**config.mk**
```make
export PLATFORM = sky130hd
export DESIGN_NAME = lane_arbiter_flat
export DESIGN_NICKNAME = d
export VERILOG_FILES = /design/src/rtl/lane_arbiter_if.sv /design/src/rtl/lane_arbiter.sv /design/src/flat_wrapper.sv
export SDC_FILE = /design/constraint.sdc
export NUM_CORES = 1
export LEC_CHECK = 0
export CAP_MARGIN = 20
export CORE_MARGIN = 5
export CORE_UTILIZATION = 31
export DETAILED_ROUTE_END_ITERATION = 7
export PLACE_DENSITY = 0.61
export SLEW_MARGIN = 20
export SYNTH_ARGS = -nofsm -noshare
export SYNTH_HDL_FRONTEND = slang
export SYNTH_SLANG_ARGS = --single-unit
```
**constraint.sdc**
```tcl
create_clock -name Clk -period 2.6 [get_ports Clk]
set_input_delay 0.52 -clock Clk [delete_from_list [all_inputs] [get_ports Clk]]
set_output_delay 0.52 -clock Clk [all_outputs]
set_load 0.1 [all_outputs]
```
**src/rtl/lane_arbiter_if.sv**
```systemverilog
// Shared-lane arbiter bus: side requests and completion pulses in, grants and lot status out.
interface lane_arbiter_if;
  logic       ReqIn;
  logic       ReqOut;
  logic       Enter;
  logic       Exit;
  logic       GrantIn;
  logic       GrantOut;
  logic [4:0] Occupancy;
  logic       Full;
  logic       Empty;
  logic       Timeout;

  modport master (
    output ReqIn, ReqOut, Enter, Exit,
    input  GrantIn, GrantOut, Occupancy, Full, Empty, Timeout
  );

  modport slave (
    input  ReqIn, ReqOut, Enter, Exit,
    output GrantIn, GrantOut, Occupancy, Full, Empty, Timeout
  );
endinterface

```
**src/rtl/lane_arbiter.sv**
```systemverilog
// Arbitrates a single shared lane between entering and exiting cars and tracks lot occupancy.
// Alternates priority when both sides wait; grants expire after TIMEOUT cycles.
module lane_arbiter #(
  parameter int unsigned CAPACITY     = 16,
  parameter int unsigned TIMEOUT      = 64,
  parameter int unsigned CLEAR_CYCLES = 4
) (
  input logic           Clk,
  input logic           Rst,
  lane_arbiter_if.slave lane
);

  localparam int unsigned CntMax = (TIMEOUT > CLEAR_CYCLES) ? TIMEOUT : CLEAR_CYCLES;
  localparam int unsigned CW     = $clog2(CntMax + 1);

  typedef enum logic [1:0] {StIdle, StGrantIn, StGrantOut, StClear} state_e;

  state_e          r_state, w_state_d;
  logic [CW-1:0]   r_cnt, w_cnt_d;
  logic [4:0]      r_occ, w_occ_d;
  logic            r_prefer_out, w_prefer_out_d;
  logic            r_grant_in, r_grant_out;
  logic            w_timeout;
  logic            w_full, w_empty, w_elig_in, w_elig_out, w_expired, w_clear_done;

  assign w_full       = (r_occ == 5'(CAPACITY));
  assign w_empty      = (r_occ == 5'd0);
  assign w_elig_in    = lane.ReqIn & ~w_full;
  assign w_elig_out   = lane.ReqOut & ~w_empty;
  assign w_expired    = (r_cnt == CW'(TIMEOUT - 1));
  assign w_clear_done = (r_cnt == CW'(CLEAR_CYCLES - 1));

  // r_cnt is the grant timer in GRANT states and the gap counter in CLEAR; it is zero on entry.
  always_comb begin
    w_state_d      = r_state;
    w_cnt_d        = r_cnt + CW'(1);
    w_occ_d        = r_occ;
    w_prefer_out_d = r_prefer_out;
    w_timeout      = 1'b0;
    case (r_state)
      StIdle: begin
        w_cnt_d = '0;
        if (w_elig_in && (!w_elig_out || !r_prefer_out)) begin
          w_state_d = StGrantIn;
        end else if (w_elig_out) begin
          w_state_d = StGrantOut;
        end
      end
      StGrantIn: begin
        if (lane.Enter || w_expired) begin
          w_state_d      = StClear;
          w_cnt_d        = '0;
          w_prefer_out_d = 1'b1;
          if (lane.Enter) begin
            if (!w_full) w_occ_d = r_occ + 5'd1;
          end else begin
            w_timeout = 1'b1;
          end
        end
      end
      StGrantOut: begin
        if (lane.Exit || w_expired) begin
          w_state_d      = StClear;
          w_cnt_d        = '0;
          w_prefer_out_d = 1'b0;
          if (lane.Exit) begin
            if (!w_empty) w_occ_d = r_occ - 5'd1;
          end else begin
            w_timeout = 1'b1;
          end
        end
      end
      StClear: begin
        if (w_clear_done) begin
          w_state_d = StIdle;
          w_cnt_d   = '0;
        end
      end
      default: begin
        w_state_d = StIdle;
        w_cnt_d   = '0;
      end
    endcase
  end

  always_ff @(posedge Clk) begin
    if (Rst) begin
      r_state      <= StIdle;
      r_cnt        <= '0;
      r_occ        <= 5'd0;
      r_prefer_out <= 1'b0;
      r_grant_in   <= 1'b0;
      r_grant_out  <= 1'b0;
    end else begin
      r_state      <= w_state_d;
      r_cnt        <= w_cnt_d;
      r_occ        <= w_occ_d;
      r_prefer_out <= w_prefer_out_d;
      r_grant_in   <= (w_state_d == StGrantIn);
      r_grant_out  <= (w_state_d == StGrantOut);
    end
  end

  assign lane.GrantIn   = r_grant_in;
  assign lane.GrantOut  = r_grant_out;
  assign lane.Occupancy = r_occ;
  assign lane.Full      = w_full;
  assign lane.Empty     = w_empty;
  assign lane.Timeout   = w_timeout;

endmodule

```
**src/flat_wrapper.sv**
```systemverilog
// flat-port wrapper written by rule: the top's interface ports become plain ports
module lane_arbiter_flat 
#(
  parameter int unsigned CAPACITY     = 16,
  parameter int unsigned TIMEOUT      = 64,
  parameter int unsigned CLEAR_CYCLES = 4
)
  (Clk, Rst, lane_ReqIn, lane_ReqOut, lane_Enter, lane_Exit, lane_GrantIn, lane_GrantOut, lane_Occupancy, lane_Full, lane_Empty, lane_Timeout);
  lane_arbiter_if lane_i ();
  input logic Clk;
  input logic Rst;
  input wire logic [$bits(lane_i.ReqIn)-1:0] lane_ReqIn;
  input wire logic [$bits(lane_i.ReqOut)-1:0] lane_ReqOut;
  input wire logic [$bits(lane_i.Enter)-1:0] lane_Enter;
  input wire logic [$bits(lane_i.Exit)-1:0] lane_Exit;
  output wire logic [$bits(lane_i.GrantIn)-1:0] lane_GrantIn;
  output wire logic [$bits(lane_i.GrantOut)-1:0] lane_GrantOut;
  output wire logic [$bits(lane_i.Occupancy)-1:0] lane_Occupancy;
  output wire logic [$bits(lane_i.Full)-1:0] lane_Full;
  output wire logic [$bits(lane_i.Empty)-1:0] lane_Empty;
  output wire logic [$bits(lane_i.Timeout)-1:0] lane_Timeout;
  assign lane_i.ReqIn = lane_ReqIn;
  assign lane_i.ReqOut = lane_ReqOut;
  assign lane_i.Enter = lane_Enter;
  assign lane_i.Exit = lane_Exit;
  assign lane_GrantIn = lane_i.GrantIn;
  assign lane_GrantOut = lane_i.GrantOut;
  assign lane_Occupancy = lane_i.Occupancy;
  assign lane_Full = lane_i.Full;
  assign lane_Empty = lane_i.Empty;
  assign lane_Timeout = lane_i.Timeout;
  lane_arbiter #(.CAPACITY(CAPACITY), .TIMEOUT(TIMEOUT), .CLEAR_CYCLES(CLEAR_CYCLES)) u_core (.Clk(Clk), .Rst(Rst), .lane(lane_i));
endmodule
```
==> results_dict.tcl <==
set metrics [dict create \
    diodes 0 \
    clkSinkCount 17 \
    crit_path_max_fanout 6 \
    ys_warn_count 0 \
    path_depth 5 \
    syn_inst 117 \
    startpoint_type "flip-flop" \
    vias_per_cell 5.128 \
    netlist.area_leader.share_pct 32.08 \
    status "finished, final reports clean" \
    worstPathArrival_ns 1.91 \
    fillers 337 \
    register_area_um2 342.8 \
    slowest_delay_ns 0.40 \
    r2r_end "u_core.lane.Occupancy[4]$_SDFFE_PP0P_" \
    area_growth_pct 25.24 \
    cp_num_buf_inv 3 \
    cts_made_buffers 3 \
    ys_seq_elements 17 \
    dp_cells 175 \
    first_iter_violations 69 \
    grt_use_total_pct 11.57 \
    async_flop_share_pct 0 \
    critPathKind "reg -> out" \
    hold_class "reg -> reg" \
    layout_min_cycle_time_ns 2.428 \
    die_x_um 68.51 \
    wirelength_um 2429 \
    grt_pass1_wl_um 4077 \
    routed.top_layer "met4" \
    coreArea_um2 3337 \
    worstMarginPinSlew_ns 0.6455 \
    clockBufferDepth 2 \
    antenna_found_initial 0 \
    io_pins 16 \
    wl_met3_um 120 \
    route.detailed.drc 0 \
    layout.cells.non_filler 179 \
    gp_congestion 0.8059 \
    dr_wl_met2_um 1182 \
    slew_headroom_pct 56.86 \
    rsz0062_at_grt "no" \
    vias 918 \
    critPathLaunch "u_core.r_state[0]$_SDFF_PP0_" \
    synth_ff_type "dfxtp_1" \
    fin_crit_sh_pct 93.38 \
    worst_hold_slack_ns 0.4547 \
    clkTransAtPathRegs_ns 0.11 \
    start_util_pct 31.80 \
    required_ns 2.08 \
    rows 21 \
    r2r_slack_ns 0.50 \
    rr_startpoint "u_core.r_state[0]$_SDFF_PP0_" \
    crit_end "lane_Timeout" \
    cts_max_level 1 \
    grt_max_degree 14 \
    hold_viol_final 0 \
    syn-num-nets 132 \
    drt-wirelength-per-cell_um 13.57 \
    first_global_vias 889 \
    die_h_um 68.51 \
    drive_gt1_share_pct 21.05 \
    maxCapViolCount 0 \
    dp_hpwl_um 1837 \
    hold_buffers 0 \
    synth_cell_types 42 \
    dr.pass1.iters 4 \
    cts-root-buf "clkbuf_4" \
    slowest_stage "dfxtp_2" \
    critical-path-top-delay-family "buffers and inverters" \
    syn-cell-area_um2 1061 \
    antenna_left 0 \
    clock_latency_ns 0.29 \
    clock_skew_ns 0.003733 \
    finalSetupViolCount 0 \
    synth_enable_flop_cells 0 \
    yosys.area.top_type "dfxtp_1" \
    cts_tree "built" \
    r2r_cells 7 \
    multi_input_area_um2 711.9 \
    ys_seq_area_share_pct 32.08 \
    finalMaxSlewViolations 0 \
    portBuffers 15 \
    path_cells "inv_1 > ha_1 > inv_1 > a2111oi_4 > buf_12" \
    synth_most_common_cell "nor2_1" \
    avgSynthCellArea_um2 9.069 \
    yosys-top-cells-count "nor2_1, dfxtp_1, ha_1" \
    worst_hold_path.num_cells 1 \
    wl_met1_um 1093 \
    crit_top_cell "inv_1" \
    gr-total-overflow 0 \
    final_nets 149 \
    max_freq_mhz 411.9 \
    cp-end-kind "output pin" \
    synth.area.top_cells "dfxtp_1, ha_1, nor2_1" \
    dieArea_um2 4693 \
]
-- worst register-to-register path: cells and delay by family, from the launching register on --
kind,cells,cell delay [ns]
flip-flops,1,0.40
buffers and inverters,1,0.11
AO/OA/AOI/OAI,4,0.84
adder cells (fa/ha/maj),2,0.64
-- stage by stage --
stage | util, % | setup slack (ns) | instance area [um2] | setup TNS (ns)
after floorplan | - | -0.1836 | 1086 | -0.4830
final | 39.82 | 0.1722 | 1329 | 0
after CTS | 39.45 | 0.05741 | 1316 | 0
after global placement | 38.55 | 0.2650 | 1286 | 0
after global routing | 39.82 | 0.05600 | 1329 | 0
after detailed placement | 38.55 | 0.2220 | 1286 | 0
-- sequential cells by signal (all words and copies together), names as in the netlist --
signal / count
u_core.lane.GrantIn: 1
u_core.r_prefer_out: 1
u_core.r_state: 2
u_core.r_cnt: 7
u_core.lane.GrantOut: 1
u_core.lane.Occupancy: 5
-- worst min-delay path by stage --
| stage | slack [ns] | from | to |
|---|---|---|---|
| after floorplan | 0.41 | u_core.r_cnt[0]$_SDFF_PP0_ | u_core.r_cnt[0]$_SDFF_PP0_ |
| after global placement | 0.43 | u_core.r_cnt[0]$_SDFF_PP0_ | u_core.r_cnt[0]$_SDFF_PP0_ |
| after detailed placement | 0.44 | u_core.r_cnt[0]$_SDFF_PP0_ | u_core.r_cnt[0]$_SDFF_PP0_ |
| after CTS | 0.46 | u_core.r_cnt[0]$_SDFF_PP0_ | u_core.r_cnt[0]$_SDFF_PP0_ |
| after global routing | 0.49 | u_core.r_cnt[0]$_SDFF_PP0_ | u_core.r_cnt[0]$_SDFF_PP0_ |
| final | 0.45 | u_core.r_cnt[0]$_SDFF_PP0_ | u_core.r_cnt[0]$_SDFF_PP0_ |
-- routing by layer --
layer / up-vias / GRT usage [%]
met5: - / 0
met4: 0 / 3.722
met3: 4 / 3.890
met2: 21 / 19.07
met1: 434 / 14.07
li1: 459 / -
-- layout by cell type, fill, tap and decap left out, drive strengths merged, types with 2 or more instances in the layout --
cell / count
nand3b: 2
nand2b: 3
clkdlybuf4s50: 5
nor3: 4
nand2: 3
xor2: 5
nand3: 5
a21o: 3
ha: 8
a2111oi: 3
buf: 10
xnor2: 3
clkbuf: 3
mux2i: 3
and3: 2
inv: 7
a21oi: 4
dfxtp: 17
o21ai: 3
nor2: 19
-- cells by family (layout without fill, tap and decap cells) --
kind of cell | count (synthesis) | in the layout | share of synthesized area, %
buf+inv | 10 | 26 | 4.246
mux | 3 | 3 | 2.830
fa+ha+maj | 9 | 9 | 11.32
xor+xnor | 8 | 8 | 6.604
flops | 17 | 17 | 32.08
compound gates | 27 | 27 | 21.58
simple gates | 43 | 43 | 21.34
-- cell type report --
class                   count  area share [%]
clock buffers               3           1.695
inverters                   7           1.977
flip-flops and latches     17           25.80
multi-input cells          90           53.58
repair buffers             15           12.24
well taps                  46           4.331
clock inverters             1          0.3766
-- what timing repair did --
action / in CTS / in global routing
cloned: 0 / 0
setup buffers: 0 / 0
gates resized for setup: 1 / 3
setup endpoints to repair: 1 / 1
Power is left out: the tool's default activity adds up to more than one toggle a clock period on the data nets, which glitch-free logic cannot reach.
